**src/rtl/div_unit.sv**
```systemverilog
// Iterative restoring divider for the execute stage: DIV (signed quotient) and REMU
// (unsigned remainder), one quotient bit per cycle, stalling the pipeline while it works.
module div_unit #(
    parameter int WIDTH = 32
) (
    input  logic             clk,
    input  logic             rst,
    input  logic             start,
    input  logic [2:0]       alu_control,
    input  logic [WIDTH-1:0] dividend,
    input  logic [WIDTH-1:0] divisor,
    output logic             busy,
    output logic             stall,
    output logic             done,
    output logic [WIDTH-1:0] result,
    output logic [1:0]       dbg_state
);
    localparam int CW = $clog2(WIDTH) + 1;
    localparam logic [2:0] OP_DIV  = 3'b011;
    localparam logic [2:0] OP_REMU = 3'b100;

    typedef enum logic [1:0] {S_IDLE = 2'd0, S_CALC = 2'd1, S_DONE = 2'd2} state_t;

    state_t           state_q, state_d;
    logic             is_div_q, is_div_d;
    logic             neg_q, neg_d;
    logic [WIDTH-1:0] dsr_q, dsr_d;
    logic [WIDTH-1:0] quo_q, quo_d;
    logic [WIDTH-1:0] rem_q, rem_d;
    logic [WIDTH-1:0] res_q, res_d;
    logic [CW-1:0]    cnt_q, cnt_d;

    logic             valid_op, op_div, q_bit;
    logic [WIDTH-1:0] dvd_abs, dsr_abs, rem_next, quo_next;
    logic [WIDTH:0]   shifted, trial;

    always_comb begin
        valid_op = start && (alu_control == OP_DIV || alu_control == OP_REMU);
        op_div   = (alu_control == OP_DIV);
        dvd_abs  = (op_div && dividend[WIDTH-1]) ? -dividend : dividend;
        dsr_abs  = (op_div && divisor[WIDTH-1])  ? -divisor  : divisor;

        // Partial remainder is always below the divisor, so a borrow out of bit WIDTH
        // means the trial subtraction failed and the shifted value is restored.
        shifted  = {rem_q, quo_q[WIDTH-1]};
        trial    = shifted - {1'b0, dsr_q};
        q_bit    = ~trial[WIDTH];
        rem_next = q_bit ? trial[WIDTH-1:0] : shifted[WIDTH-1:0];
        quo_next = {quo_q[WIDTH-2:0], q_bit};

        state_d  = state_q;
        is_div_d = is_div_q;
        neg_d    = neg_q;
        dsr_d    = dsr_q;
        quo_d    = quo_q;
        rem_d    = rem_q;
        res_d    = res_q;
        cnt_d    = cnt_q;

        case (state_q)
            S_IDLE: begin
                if (valid_op) begin
                    is_div_d = op_div;
                    neg_d    = op_div && (dividend[WIDTH-1] ^ divisor[WIDTH-1]);
                    dsr_d    = dsr_abs;
                    quo_d    = dvd_abs;
                    rem_d    = '0;
                    cnt_d    = CW'(WIDTH - 1);
                    if (divisor == '0) begin
                        res_d   = op_div ? '1 : dividend;
                        state_d = S_DONE;
                    end else if (op_div && dividend == {1'b1, {(WIDTH-1){1'b0}}} &&
                                 divisor == '1) begin
                        res_d   = dividend;
                        state_d = S_DONE;
                    end else begin
                        state_d = S_CALC;
                    end
                end
            end
            S_CALC: begin
                rem_d = rem_next;
                quo_d = quo_next;
                if (cnt_q == '0) begin
                    res_d   = is_div_q ? (neg_q ? -quo_next : quo_next) : rem_next;
                    state_d = S_DONE;
                end else begin
                    cnt_d = cnt_q - 1'b1;
                end
            end
            S_DONE:  state_d = S_IDLE;
            default: state_d = S_IDLE;
        endcase
    end

    always_ff @(posedge clk) begin
        if (rst) begin
            state_q  <= S_IDLE;
            is_div_q <= 1'b0;
            neg_q    <= 1'b0;
            dsr_q    <= '0;
            quo_q    <= '0;
            rem_q    <= '0;
            res_q    <= '0;
            cnt_q    <= '0;
        end else begin
            state_q  <= state_d;
            is_div_q <= is_div_d;
            neg_q    <= neg_d;
            dsr_q    <= dsr_d;
            quo_q    <= quo_d;
            rem_q    <= rem_d;
            res_q    <= res_d;
            cnt_q    <= cnt_d;
        end
    end

    assign busy      = (state_q == S_CALC);
    assign done      = (state_q == S_DONE);
    assign stall     = ((state_q == S_IDLE) && valid_op) || (state_q == S_CALC);
    assign result    = res_q;
    assign dbg_state = state_q;

endmodule

```
**config.mk**
```make
export PLATFORM = sky130hd
export DESIGN_NAME = div_unit
export DESIGN_NICKNAME = d
export VERILOG_FILES = /design/src/rtl/div_unit.sv
export SDC_FILE = /design/constraint.sdc
export NUM_CORES = 1
export LEC_CHECK = 0
export BUFFER_PORTS_ARGS = -buffer_cell sky130_fd_sc_hd__buf_2
export CORE_ASPECT_RATIO = 0.9
export CORE_MARGIN = 2
export CORE_UTILIZATION = 44
export DETAILED_ROUTE_END_ITERATION = 8
export PLACE_DENSITY = 0.71
export SLEW_MARGIN = 20
export SYNTH_ARGS = -nofsm -noshare
export SYNTH_HDL_FRONTEND = slang
export SYNTH_SLANG_ARGS = --single-unit
```
**constraint.sdc**
```tcl
create_clock -name clk -period 5.7 [get_ports clk]
set_input_delay 0 -clock clk [delete_from_list [all_inputs] [get_ports clk]]
set_output_delay 0 -clock clk [all_outputs]
set_load 0.02 [all_outputs]
```
# Word level (Yosys, flattened, before mapping)
# Cells that the tools add are included.
[totals]
output_inout_bits = 37
latch_bits = 0
mem_bits_ro = 0
ff_bits = 138
n_memories = 0
wordCells = 66
input_bits = 70
mem_bits_rw = 0
[op_classes]
n_addsub = 5
n_eq_ne = 10
n_shift = 0
n_reduce_logical = 18
n_bitwise = 2
div = 0
order_cmp = 0
muxes = 23
n_mul = 0
[ops]
columns = ["cell", "count"]
rows = [
  ["two-way mux 32 bit", 12],
  ["one-hot mux 32 bit (2 select lines)", 3],
  ["negator 32 bit", 3],
  ["== test 32 bit (second input constant)", 2],
  ["subtractor 33 x 32 -> 33 bit", 1],
  ["logical NOT 32 bit", 1],
  ["two-way mux 6 bit", 2],
  ["one-hot mux 6 bit (2 select lines)", 1],
  ["two-way mux 2 bit", 4],
  ["logical AND 1 bit", 7],
  ["logical NOT 6 bit", 1],
  ["AND reduction 2 bit", 3],
  ["subtractor 6 x 1 -> 6 bit (second input constant)", 1],
  ["inequality test 2 bit (second input constant)", 2],
  ["one-hot mux 2 bit (2 select lines)", 1],
  ["AND reduction 4 bit", 1],
  ["== test 3 x 2 -> 1 bit (second input constant)", 1],
  ["== test 3 bit (second input constant)", 1],
  ["inequality test 3 bit (second input constant)", 1],
  ["AND reduction 3 bit", 1],
  ["== test 2 x 1 -> 1 bit (second input constant)", 1],
  ["== test 2 bit (second input constant)", 1],
  ["logical NOT 2 bit", 1],
  ["logical OR 1 bit", 2],
  ["4 further kinds", 4],
]

# Depth between registers and ports, before layout
# Gate-level depths: netlist of the first run.
[depth]
ltp_word = 7
mapped_depth = 23
mapped_depth_nobuf = 21

# Worst setup path before layout of the first run
# No wires, ideal clock.
[synth_path]
kind = "register to register"
startpoint = "register quo_q[31]"
endpoint = "register res_q[28] (netlist: result[28])"
t_arrival_ns = 4.657
setup_time_ns = 0.103
stages_incl_launch_ff = 23
n_path_buf = 2
slack_ns = 0.939
synth_period_minus_slack_ns = 4.761
path_cell_list = "dfxtp_1 -> inv_1 -> ha_1 -> inv_1 -> fa_1 -> a211oi_1 -> o21ai_1 -> o21ai_0 -> a21oi_2 -> a21oi_4 -> xnor2_2 -> inv_1 -> buf_1 -> ha_1 -> or3b_1 -> or3_1 -> nand2b_1 -> nand2b_1 -> clkbuf_1 -> o31ai_1 -> xnor2_1 -> o22ai_1 -> a2111oi_2"
[synth_via]
elab_chain_cells = 7
word_cells_on_any_way = 8
cone_classes = "2 x add/sub; 5 x mux; 1 x bitwise"
[synth_lines]
columns = ["element", "line", "source"]
rows = [
  ["start, declared", "28", "logic [WIDTH-1:0] quo_q, quo_d;"],
  ["start signal, assigned", "111", "quo_q <= quo_d;"],
  ["subtractor 33 x 32 -> 33 bit (*)", "46", "trial = shifted - {1'b0, dsr_q};"],
  ["inverter 1 bit", "47", "q_bit = ~trial[WIDTH];"],
  ["negator 32 bit", "85", "res_d = is_div_q ? (neg_q ? -quo_next : quo_next) : rem_next;"],
  ["two-way mux 32 bit", "85", ""],
  ["two-way mux 32 bit (*)", "85", ""],
  ["two-way mux 32 bit (*)", "84", "if (cnt_q == '0) begin"],
  ["one-hot mux 32 bit (2 select lines) (*)", "60", "case (state_q)"],
  ["end signal, assigned", "113", "res_q <= res_d;"],
  ["end, declared", "30", "logic [WIDTH-1:0] res_q, res_d;"],
]
# Mark *: on every way between the ends. The rest lies on a longest branch, timed or not. The select of a mux whose other input is x is not followed.
# A chain may end at the register's enable or synchronous reset.

# Final worst setup path of the first run
# Ends and elaborated chain as after synthesis.

==> results.md, run 1 <==
Outcome:
- The flow ran to the end, but the final reports show violations.
- The final reports fail on hold timing.

Power:
- The analysis attributes to cell leakage a power of 4.61 nW.
- The internal power is between 2 and 2.5 mW.
- Combinational logic burns 38.5% of the power.
- The clock network accounts for 33.0% of the total power.
- The highest ir drop seen on vdd is 0.184 mV.
- The relative contribution of sequential cells to total power is 28.5%.
- Power comes to approximately 3.7 mW.
- The power spent charging and discharging nets is 1.39 mW.
- For this design the ratio of total power to cell area is 311 mW/mm².
- The switching fraction of total power is 37.6%.

GRT:
- The first-pass GRT wire length is around 54,000 µm.
- The number of antenna violations at the first check in global routing is 0.
- The via count of the first global-routing pass came to roughly 9,900.
- The total grt overflow is 0.
- The pin count of the biggest net entering global routing is 92.
- The all-layer global routing usage is ~28%.

CTS:
- The post-CTS setup buffer count is 0.
- The maximum count of clock buffers along a single path is 2.
- The clock drives 138 sinks.
- The clock insertion delay at the later pin of the skew report is 0.44 ns.
- The H-tree level count is 4.
- Counting the buffers created by CTS gives 17.
- Clock-pin slew was measured on the worst setup and hold paths at around 0.070 ns.
- The number of gates given a new drive strength after cts is 0.
- The clock tree from TritonCTS is done.
- Clock tree synthesis selected as its root buffer the cell clkbuf_16.

Synthesis:
- In this run, distinct cell masters in the synthesized netlist total 85.
- Each instance of the synthesized netlist takes up on average 7.58 µm².
- The cell area after synthesis is roughly 0.010 mm².
- After synthesis, the share of flip-flops with an asynchronous set or reset is 0%.
- Synthesis inferred 138 register bits.
- The number of flops mapped to enable cells by yosys is 0.
- The primary flip-flop cell chosen by synthesis mapping is dfxtp_1.
- The Yosys step of the flow raised 0 warnings.
- The number of nets in the synthesized netlist is 1,450.
- Synthesis produced 1,341 cells.
- The share of synthesized area occupied by flip-flops and latches is approximately 27%.

Final layout:
- The number of antenna diodes in the final layout is 0.
- The area growth from synthesis to final layout is 17.1%.
- The filler cell count is 2,162.
- In the final design database the tool counted 1,540 nets.
- Cells fill 52.7% of the core in the end.
- In the final layout, flip-flops and latches occupy between 0.002 and 0.003 mm².
- The area occupied by multi-input gates is between 0.006 and 0.007 mm².
- The proportion of layout cells with a drive suffix above 1 is 13.6%.
- The area of all placed cells without fillers is around 0.012 mm².

Placed design:
- The final weighted congestion of routability-driven global placement is approximately 0.95.
- Before CTS, the worst setup slack after placement is 0.783 ns.
- During placement, the flow inserted port buffers numbering 106.
- The placed instances occupy a cell area of roughly 0.011 mm².
- Detailed placement finished with a half-perimeter wire length of 23,600 µm.

Worst setup path:
- In this run the worst setup path begins at quo_q[31].
- The register-to-register setup slack is between 0.5 and 0.6 ns.
- The largest driver fanout on the critical path is 8.
- The endpoint of the lowest-slack register-to-register path is result[28].
- The startpoint kind of the worst setup timing path is a flip-flop.
- In this run the critical register-to-register path is launched from quo_q[31].
- STA classifies the critical path endpoint as a flip-flop.
- The critical path is of the flip-flop to flip-flop type.
- Data on the critical path arrives at its endpoint at around 5.5 ns.
- The worst reg-to-reg path cell count is 20.
- The critical path data required time is 6.04 ns.

Timing:
- Setup violations remaining at the end of the flow were counted as 0.
- The ratio of final minimum period to clock period is 90.7%.
- For the finished layout, the period the worst path requires is 5.17 ns.
- After routing, the total negative slack on setup checks comes to 0 ns.
- The worst pin sits at a relative slew slack of 30.4%.
- The highest clock rate is 0.193 GHz.
- The transition time at the pin with the least slew margin is 1.04 ns.
- The final number of hold-violating endpoints came to 1.
- Setup repair after global routing left no endpoint under its margin.
- Setup slack on the critical path of the routed design comes to 0.531 ns.
- Across all hold checks on the routed design, the worst slack comes to -0.0102 ns.
- The clock arrives with 0.0102 ns of skew.
- The total count of max-transition violations in the final report is 0.

Min path:
- Counting instances, the worst hold path has a depth of 3.
- The startpoint identified for the worst hold timing path is divisor[2].
- The min-delay analysis places its worst path in the category input pin to flip-flop.
- The endpoint of the worst hold path is dsr_q[2].

Floorplanning:
- The effective utilization at floorplan is 45.0%.
- In this run the horizontal extent of the chip is 164 µm.
- The region available for standard cell placement spans 0.0226 mm².
- 107 I/O pins were placed.
- From bottom edge to top edge, the die measures between 100 and 150 µm.
- In this run the core area contains 52 standard-cell rows.
- The die covers about 0.024 mm².

Detailed routing:
- The post-route DRC violation count is 0.
- The number of design-rule violations left by the first detailed-router iteration is ~1,100.
- The total routed wirelength is 34,000 µm.
- The via count normalized by instance count is 6.11.
- The detail-routed net length per standard cell is between 15 and 20 µm.
- The via count of the routed design is roughly 11,000.
- The remaining number of nets flagged by the antenna check after routing is 0.
- The number of detailed-routing iterations run before antenna repair is 9.

Run:
- Across the run, the number of max-cap violations was 0.
==> kinds of logic after synthesis <==
kind of cell,share of synthesized area [%]
xor+xnor,9.38
fa+ha+maj,4.87
simple gates,20.3
flops,27.2
buf+inv,6.31
compound gates,28.2
mux,3.79
==> cell usage in the layout, fill, tap and decap left out, types with 6 or more instances in the layout <==
cell type      count
and3_1             8
o21ai_0           83
buf_4             13
xor2_1            49
and2_1             8
a21o_1            12
ha_1              38
nand2b_1          12
buf_2            105
or3_1             17
o211ai_1          21
or4_1             10
a31oi_1           21
nor2_1           112
mux2i_1           16
nand4_1           22
clkbuf_16         17
a221oi_1           8
nor3_1            25
nand2_1          141
nor4_1            12
xnor2_1           58
a211oi_1          39
dfxtp_1          138
a21oi_1          120
o31ai_1           19
nand3_1           19
o41ai_1           11
mux2_2            18
inv_1             63
a22oi_1           47
dlygate4sd3_1     48
nor2b_1            6
==> through the flow <==
stage | hold slack, ns | cells
floorplan | 0.109 | 1341
global placement | 0.345 | 1661
detailed placement | 0.345 | 1661
CTS | 0.00405 | 1741
global route | 0.0290 | 1741
finish | -0.0102 | 1741
==> how the worst max path moves through the flow <==
| stage | slack, ns | end |
|---|---|---|
| global route | 0.18 | result[30] |
| floorplan | 0.94 | result[28] |
| CTS | 0.64 | result[28] |
| finish | 0.53 | result[28] |
| detailed placement | 0.78 | result[28] |
| global placement | 0.90 | result[28] |
==> flip-flops by register name, indices dropped and copies added, names as in the netlist <==
register / flops
neg_q: 1
quo_q: 32
cnt_q: 6
is_div_q: 1
dsr_q: 32
result: 32
rem_q: 32
dbg_state: 2
==> synth_stat cells, types with 17 or more instances <==
cell,n,area (µm²)
nand2_1,141,529
dfxtp_1,138,2760
a21oi_1,120,601
nor2_1,114,428
o21ai_0,83,415
clkbuf_1,76,285
inv_1,63,236
xnor2_1,58,508
xor2_1,49,429
a22oi_1,47,353
a211oi_1,39,293
ha_1,38,475
nor3_1,26,130
nand4_1,22,138
a31oi_1,21,131
o211ai_1,21,158
nand3_1,19,95.1
o31ai_1,19,143
mux2_2,18,203
or3_1,17,106
==> area by class of cell <==
type                       count  share of cell area [%]
inverter                      64                    2.02
timing repair buffer         166                    9.27
sequential                   138                    23.2
clock inverter                13                    1.61
multi-input combinational   1044                    57.1
clock buffer                  19                    3.72
tap                          297                    3.12
==> layer usage <==
metal	up-vias	track usage [%]	share of wire [%]
met2	488	44.4	45
met4	0	11.0	3.4
met5	-	0	0
li1	5081	-	-
met3	89	6.72	8.2
met1	4978	37.0	43
==> timing repair <==
item / in CTS / in global routing
endpoints found under the setup margin: 0 / 0
hold buffers: 48 / 0
hold endpoints to repair: 52 / 0
==> power by group through the flow <==
stage	Sequential [mW]	Combinational [mW]	Clock, mW
final	1.06	1.43	1.22
after global routing	1.06	1.54	1.27
after CTS	1.05	1.41	1.22
after detailed placement	1.07	1.37	0
after global placement	1.07	1.36	0
after floorplan	1.06	0.999	0
==> critical path, cell delays in order (launching register included) <==
cell       delay [ns]
dfxtp_1          0.32
inv_1            0.08
ha_1             0.16
inv_1            0.05
fa_1             0.43
a211oi_1         0.31
o21ai_1          0.21
o21ai_0          0.33
a21oi_2          0.21
a21oi_4          0.31
xnor2_4          0.10
inv_1            0.10
ha_1             0.17
or3b_1           0.38
or3_1            0.40
nand2b_1         0.21
nand2b_1         0.31
o31ai_1          0.35
xnor2_1          0.15
o22ai_1          0.09
a2111oi_2        0.38
(Power assumes the default switching activity.)
==> run 2, diff against run 1 <==
--- a/config.mk
+++ b/config.mk
@@ -5,12 +5,15 @@
 export SDC_FILE = /design/constraint.sdc
 export NUM_CORES = 1
 export LEC_CHECK = 0
+export ABC_AREA = 1
 export BUFFER_PORTS_ARGS = -buffer_cell sky130_fd_sc_hd__buf_2
 export CORE_ASPECT_RATIO = 0.9
 export CORE_MARGIN = 2
 export CORE_UTILIZATION = 44
 export DETAILED_ROUTE_END_ITERATION = 8
-export PLACE_DENSITY = 0.71
+export MAX_ROUTING_LAYER = met4
+export PLACE_DENSITY = 0.7
+export SETUP_SLACK_MARGIN = 0.2
 export SLEW_MARGIN = 20
 export SYNTH_ARGS = -nofsm -noshare
 export SYNTH_HDL_FRONTEND = slang
==> results.md, run 2 <==
CTS:
- The number of sinks on the clock net is 138 (unchanged).
- The total clock buffers created by CTS was 17 (unchanged).
- The post-CTS setup buffer count is 0 (unchanged).
- The root cell of the clock tree is clkbuf_16 (unchanged).
- The clock tree from TritonCTS is done (unchanged).
- The maximum count of clock buffers along a single path came to 2 (unchanged).
- The clock insertion delay at the later pin of the skew report was 0.44 ns (about the same).
- The H-tree level count was 4 (unchanged).
- The clock edge transition at the registers on the reported setup and hold paths is 0.06 ns (was 0.07 ns).

Floorplanning:
- The boundary pin count came to 107 (unchanged).
- The effective utilization at floorplan is 44.8% (was 45.0%).
- The width of the die is 169 µm (was 164 µm).
- The die span in y is 153 µm (was 148 µm).
- The die outline area came to 0.0259 mm² (was 0.0243 mm²).
- The placeable core region was 0.0242 mm² (was 0.0226 mm²).
- The row count came to 54 (was 52).

Min path:
- The number of instances on the worst hold path is 4 (was 3).
- The start point of the worst min-delay path was alu_control[2] (was divisor[2]).
- The worst min-delay path category is input pin to flip-flop (unchanged).
- The endpoint of the worst hold path is is_div_q (was dsr_q[2]).

Synthesis:
- The share of synthesized flip-flops with an asynchronous set or reset is 0% (unchanged).
- The number of flops mapped to enable cells by yosys is 0 (unchanged).
- Most numerous cell types in the synthesized netlist: 446 x nand2_1, 234 x inv_1, 190 x a21oi_1, 167 x nor2_1, 138 x dfxtp_1 (was 141 x nand2_1, 138 x dfxtp_1, 120 x a21oi_1, 114 x nor2_1, 83 x o21ai_0).
- The post-synthesis net count was 1,894 (was 1,450).
- The mean post-synth cell area came to 6.07 µm² (was 7.58 µm²).
- The number of instances in the synthesized netlist is 1,785 (was 1,341).
- The number of synthesized register bits came to 138 (unchanged).
- Ranking of synthesized cells by area: dfxtp_1 26%, nand2_1 15%, a21oi_1 8.8% (was dfxtp_1 27%, a21oi_1 5.9%, nand2_1 5.2%).
- The number of warnings issued by yosys is 0 (unchanged).
- The primary flip-flop cell chosen by synthesis mapping is dfxtp_1 (unchanged).
- The library cell with the largest summed area after synthesis is dfxtp_1 (unchanged).
- The share of synthesized area occupied by flip-flops and latches came to 25.5% (was 27.2%).
- The most used standard cell by instance count after synthesis is nand2_1 (unchanged).
- The count of distinct cell types in the synthesized netlist is 53 (was 85).
- The share of the synthesized area in the top cell type is 25.5% (was 27.2%).
- The cell area after synthesis is 0.0108 mm² (was 0.0102 mm²).

GRT:
- The number of antenna violations at the first check in global routing was 0 (unchanged).
- The via count of the first global-routing pass is 10,957 (was 9,924).
- The all-layer global routing usage came to 30.1% (was 28.1%).
- The pin count of the biggest net entering global routing was 69 (was 92).
- The total grt overflow is 0 (unchanged).
- The first-pass GRT wire length was 60,100 µm (was 53,700 µm).

Timing:
- The ratio of final minimum period to clock period is 69.7% (was 90.7%).
- The final number of hold-violating endpoints is 0 (was 1).
- The smallest hold slack is 0.0184 ns (was -0.0102 ns).
- The transition time at the pin with the least slew margin is 0.986 ns (was 1.04 ns).
- The highest clock rate is 0.252 GHz (was 0.193 GHz).
- The final clock skew was 0.0130 ns (was 0.0102 ns).
- The accumulated negative setup slack is 0 ns (unchanged).
- The relative slew slack is 34.0% (was 30.4%).
- The final critical path time including I/O delays and setup is 3.97 ns (was 5.17 ns).
- The count of endpoints failing setup in the final report is 0 (unchanged).
- The total count of max-transition violations in the final report is 0 (unchanged).
- Unrepaired setup endpoints after global routing: false (unchanged).
- The worst-case setup margin in the final layout is 1.73 ns (was 0.531 ns).

Worst setup path:
- The critical path data required time is 6.07 ns (was 6.04 ns).
- The worst endpoint data arrival time is 4.34 ns (was 5.51 ns).
- The cell occurring most often along the worst timing path is nand2_1 (was inv_1).
- The family with the most delay on the worst path is simple AND/OR/NAND/NOR gates (was compound AO/OA/AOI/OAI gates).
- The number of buffer and inverter stages on the critical path is 2 (was 3).
- The cell type of the slowest stage on the worst timing path was fa_1 (unchanged).
- The critical path start-end classification was flip-flop to flip-flop (unchanged).
- The register-to-register setup slack is 1.73 ns (was 0.53 ns).
- The largest driver fanout on the critical path was 17 (was 8).
- The endpoint of the lowest-slack register-to-register path is result[26] (was result[28]).
- The worst reg-to-reg path cell count is 25 (was 20).
- The endpoint class of the critical path is a flip-flop (unchanged).
- The largest stage delay on the critical path was 0.42 ns (was 0.43 ns).
- The startpoint kind of the worst setup timing path is a flip-flop (unchanged).
- The origin of the critical flop-to-flop path is quo_q[31] (unchanged).

Placed design:
- The pre-CTS setup slack is 1.74 ns (was 0.783 ns).
- The instance area after placement is 0.0115 mm² (was 0.0108 mm²).
- The total of buffers placed on input and output ports is 106 (unchanged).
- The final weighted congestion of routability-driven global placement came to 0.947 (was 0.951).
- The count of placed standard cells including taps is 2,136 (was 1,661).
- The estimated wirelength of the detail-placed design is 28,200 µm (was 23,600 µm).

Final layout:
- The commonest non-fill, non-tap cell in the layout is nand2_1 (unchanged).
- The net total in the final layout was 2,006 (was 1,540).
- Commonest cells after routing, fill and taps aside: 445 x nand2_1, 233 x inv_1, 190 x a21oi_1 (was 141 x nand2_1, 138 x dfxtp_1, 120 x a21oi_1).
- The area growth from synthesis to final layout is 16.5% (was 17.1%).
- The proportion of layout cells with a drive suffix above 1 came to 10.7% (was 13.6%).
- The area of all placed cells without fillers is 0.0126 mm² (was 0.0119 mm²).
- The total inserted antenna cells is 0 (unchanged).
- The count of placed standard cells in the final layout, fillers left out is 2,218 (was 1,741).
- The final standard cell utilization of the core is 52.2% (was 52.7%).
- The filler cell count is 2,525 (was 2,162).

Detailed routing:
- The via count normalized by instance count is 5.48 (was 6.11).
- The number of design-rule violations left by the first detailed-router iteration came to 1,198 (was 1,094).
- The total routed wirelength is 37,900 µm (was 34,000 µm).
- The remaining number of nets flagged by the antenna check after routing is 0 (unchanged).
- The post-route DRC violation count is 0 (unchanged).
- The detail-routed net length per standard cell came to 17.1 µm (was 19.5 µm).
- The via count of the routed design is 12,147 (was 10,636).
- The number of detailed-routing iterations run before antenna repair is 6 (was 9).

Outcome:
- Run status: finished clean (was finished with violations).

Run:
- The max capacitance violation total is 0 (unchanged).

Power:
- The leakage power of the design came to 5.90 nW (was 4.61 nW).
- The highest ir drop seen on vdd is 0.229 mV (was 0.184 mV).
- The power per standard cell area came to 298 mW/mm² (was 311 mW/mm²).
- The overall power is 3.76 mW (was 3.71 mW).
==> run 2: cell families after synthesis <==
logic type | Yosys count | share of synthesized area [%]
buf+inv | 317 | 11.7
flops | 138 | 25.5
simple gates | 829 | 33.0
compound gates | 409 | 20.9
fa+ha+maj | 39 | 4.58
xor+xnor | 53 | 4.29
==> run 2: how the worst max path moves through the flow <==
stage,slack (ns),start,cells past startpoint,to
after detailed placement,1.74,quo_q[31],25,result[26]
final,1.73,quo_q[31],25,result[26]
after global routing,1.25,quo_q[31],25,result[26]
after floorplan,2.34,quo_q[31],26,result[26]
after global placement,1.89,quo_q[31],25,result[26]
after CTS,1.76,quo_q[31],25,result[26]
==> run 2: what timing repair did <==
action | 4_1_cts | 5_1_grt
hold buffers | 50 | 0
resized for setup | 0 | 0
endpoints found under the hold margin | 47 | 0
==> run 2: layer usage <==
| metal | share of wire, % | GRT usage [%] |
|---|---|---|
| met2 | 43 | 44.3 |
| met3 | 8.0 | 4.40 |
| met5 | 0 | - |
| met1 | 47 | 42.9 |
| met4 | 1.9 | 7.90 |
==> run 2: power by group <==
part	switching (mW)	total [mW]	internal, mW
registers	0.0478	1.06	1.02
clock network	0.482	1.19	0.705
logic	1.03	1.51	0.479
==> run 2: cell type report <==
| type | instances | area [µm²] | area share, % |
|---|---|---|---|
| Sequential cell | 138 | 2760 | 21.9 |
| Clock buffer | 19 | 443 | 3.51 |
| Inverter | 241 | 905 | 7.17 |
| Timing Repair Buffer | 169 | 1130 | 8.95 |
| Tap cell | 308 | 385 | 3.05 |
| Multi-Input combinational cell | 1330 | 6820 | 54.1 |
| Clock inverter | 13 | 168 | 1.33 |
==> run 2: worst register-to-register path: stages (launching register included) <==
cell,delay [ns]
dfxtp_1,0.31
inv_1,0.08
ha_1,0.15
inv_1,0.08
fa_1,0.42
nand2_1,0.13
nand2_1,0.07
nand3_1,0.09
nand2_2,0.07
nand2_1,0.09
nand2_2,0.08
nand2_1,0.08
nand3_1,0.11
nand2_4,0.22
ha_1,0.21
nand2_1,0.09
nor2_1,0.18
nand2_1,0.09
nor2_1,0.20
a21oi_1,0.14
a21oi_1,0.32
a21boi_0,0.28
a21oi_1,0.09
o21ai_0,0.11
nand3_1,0.09
a21oi_1,0.14
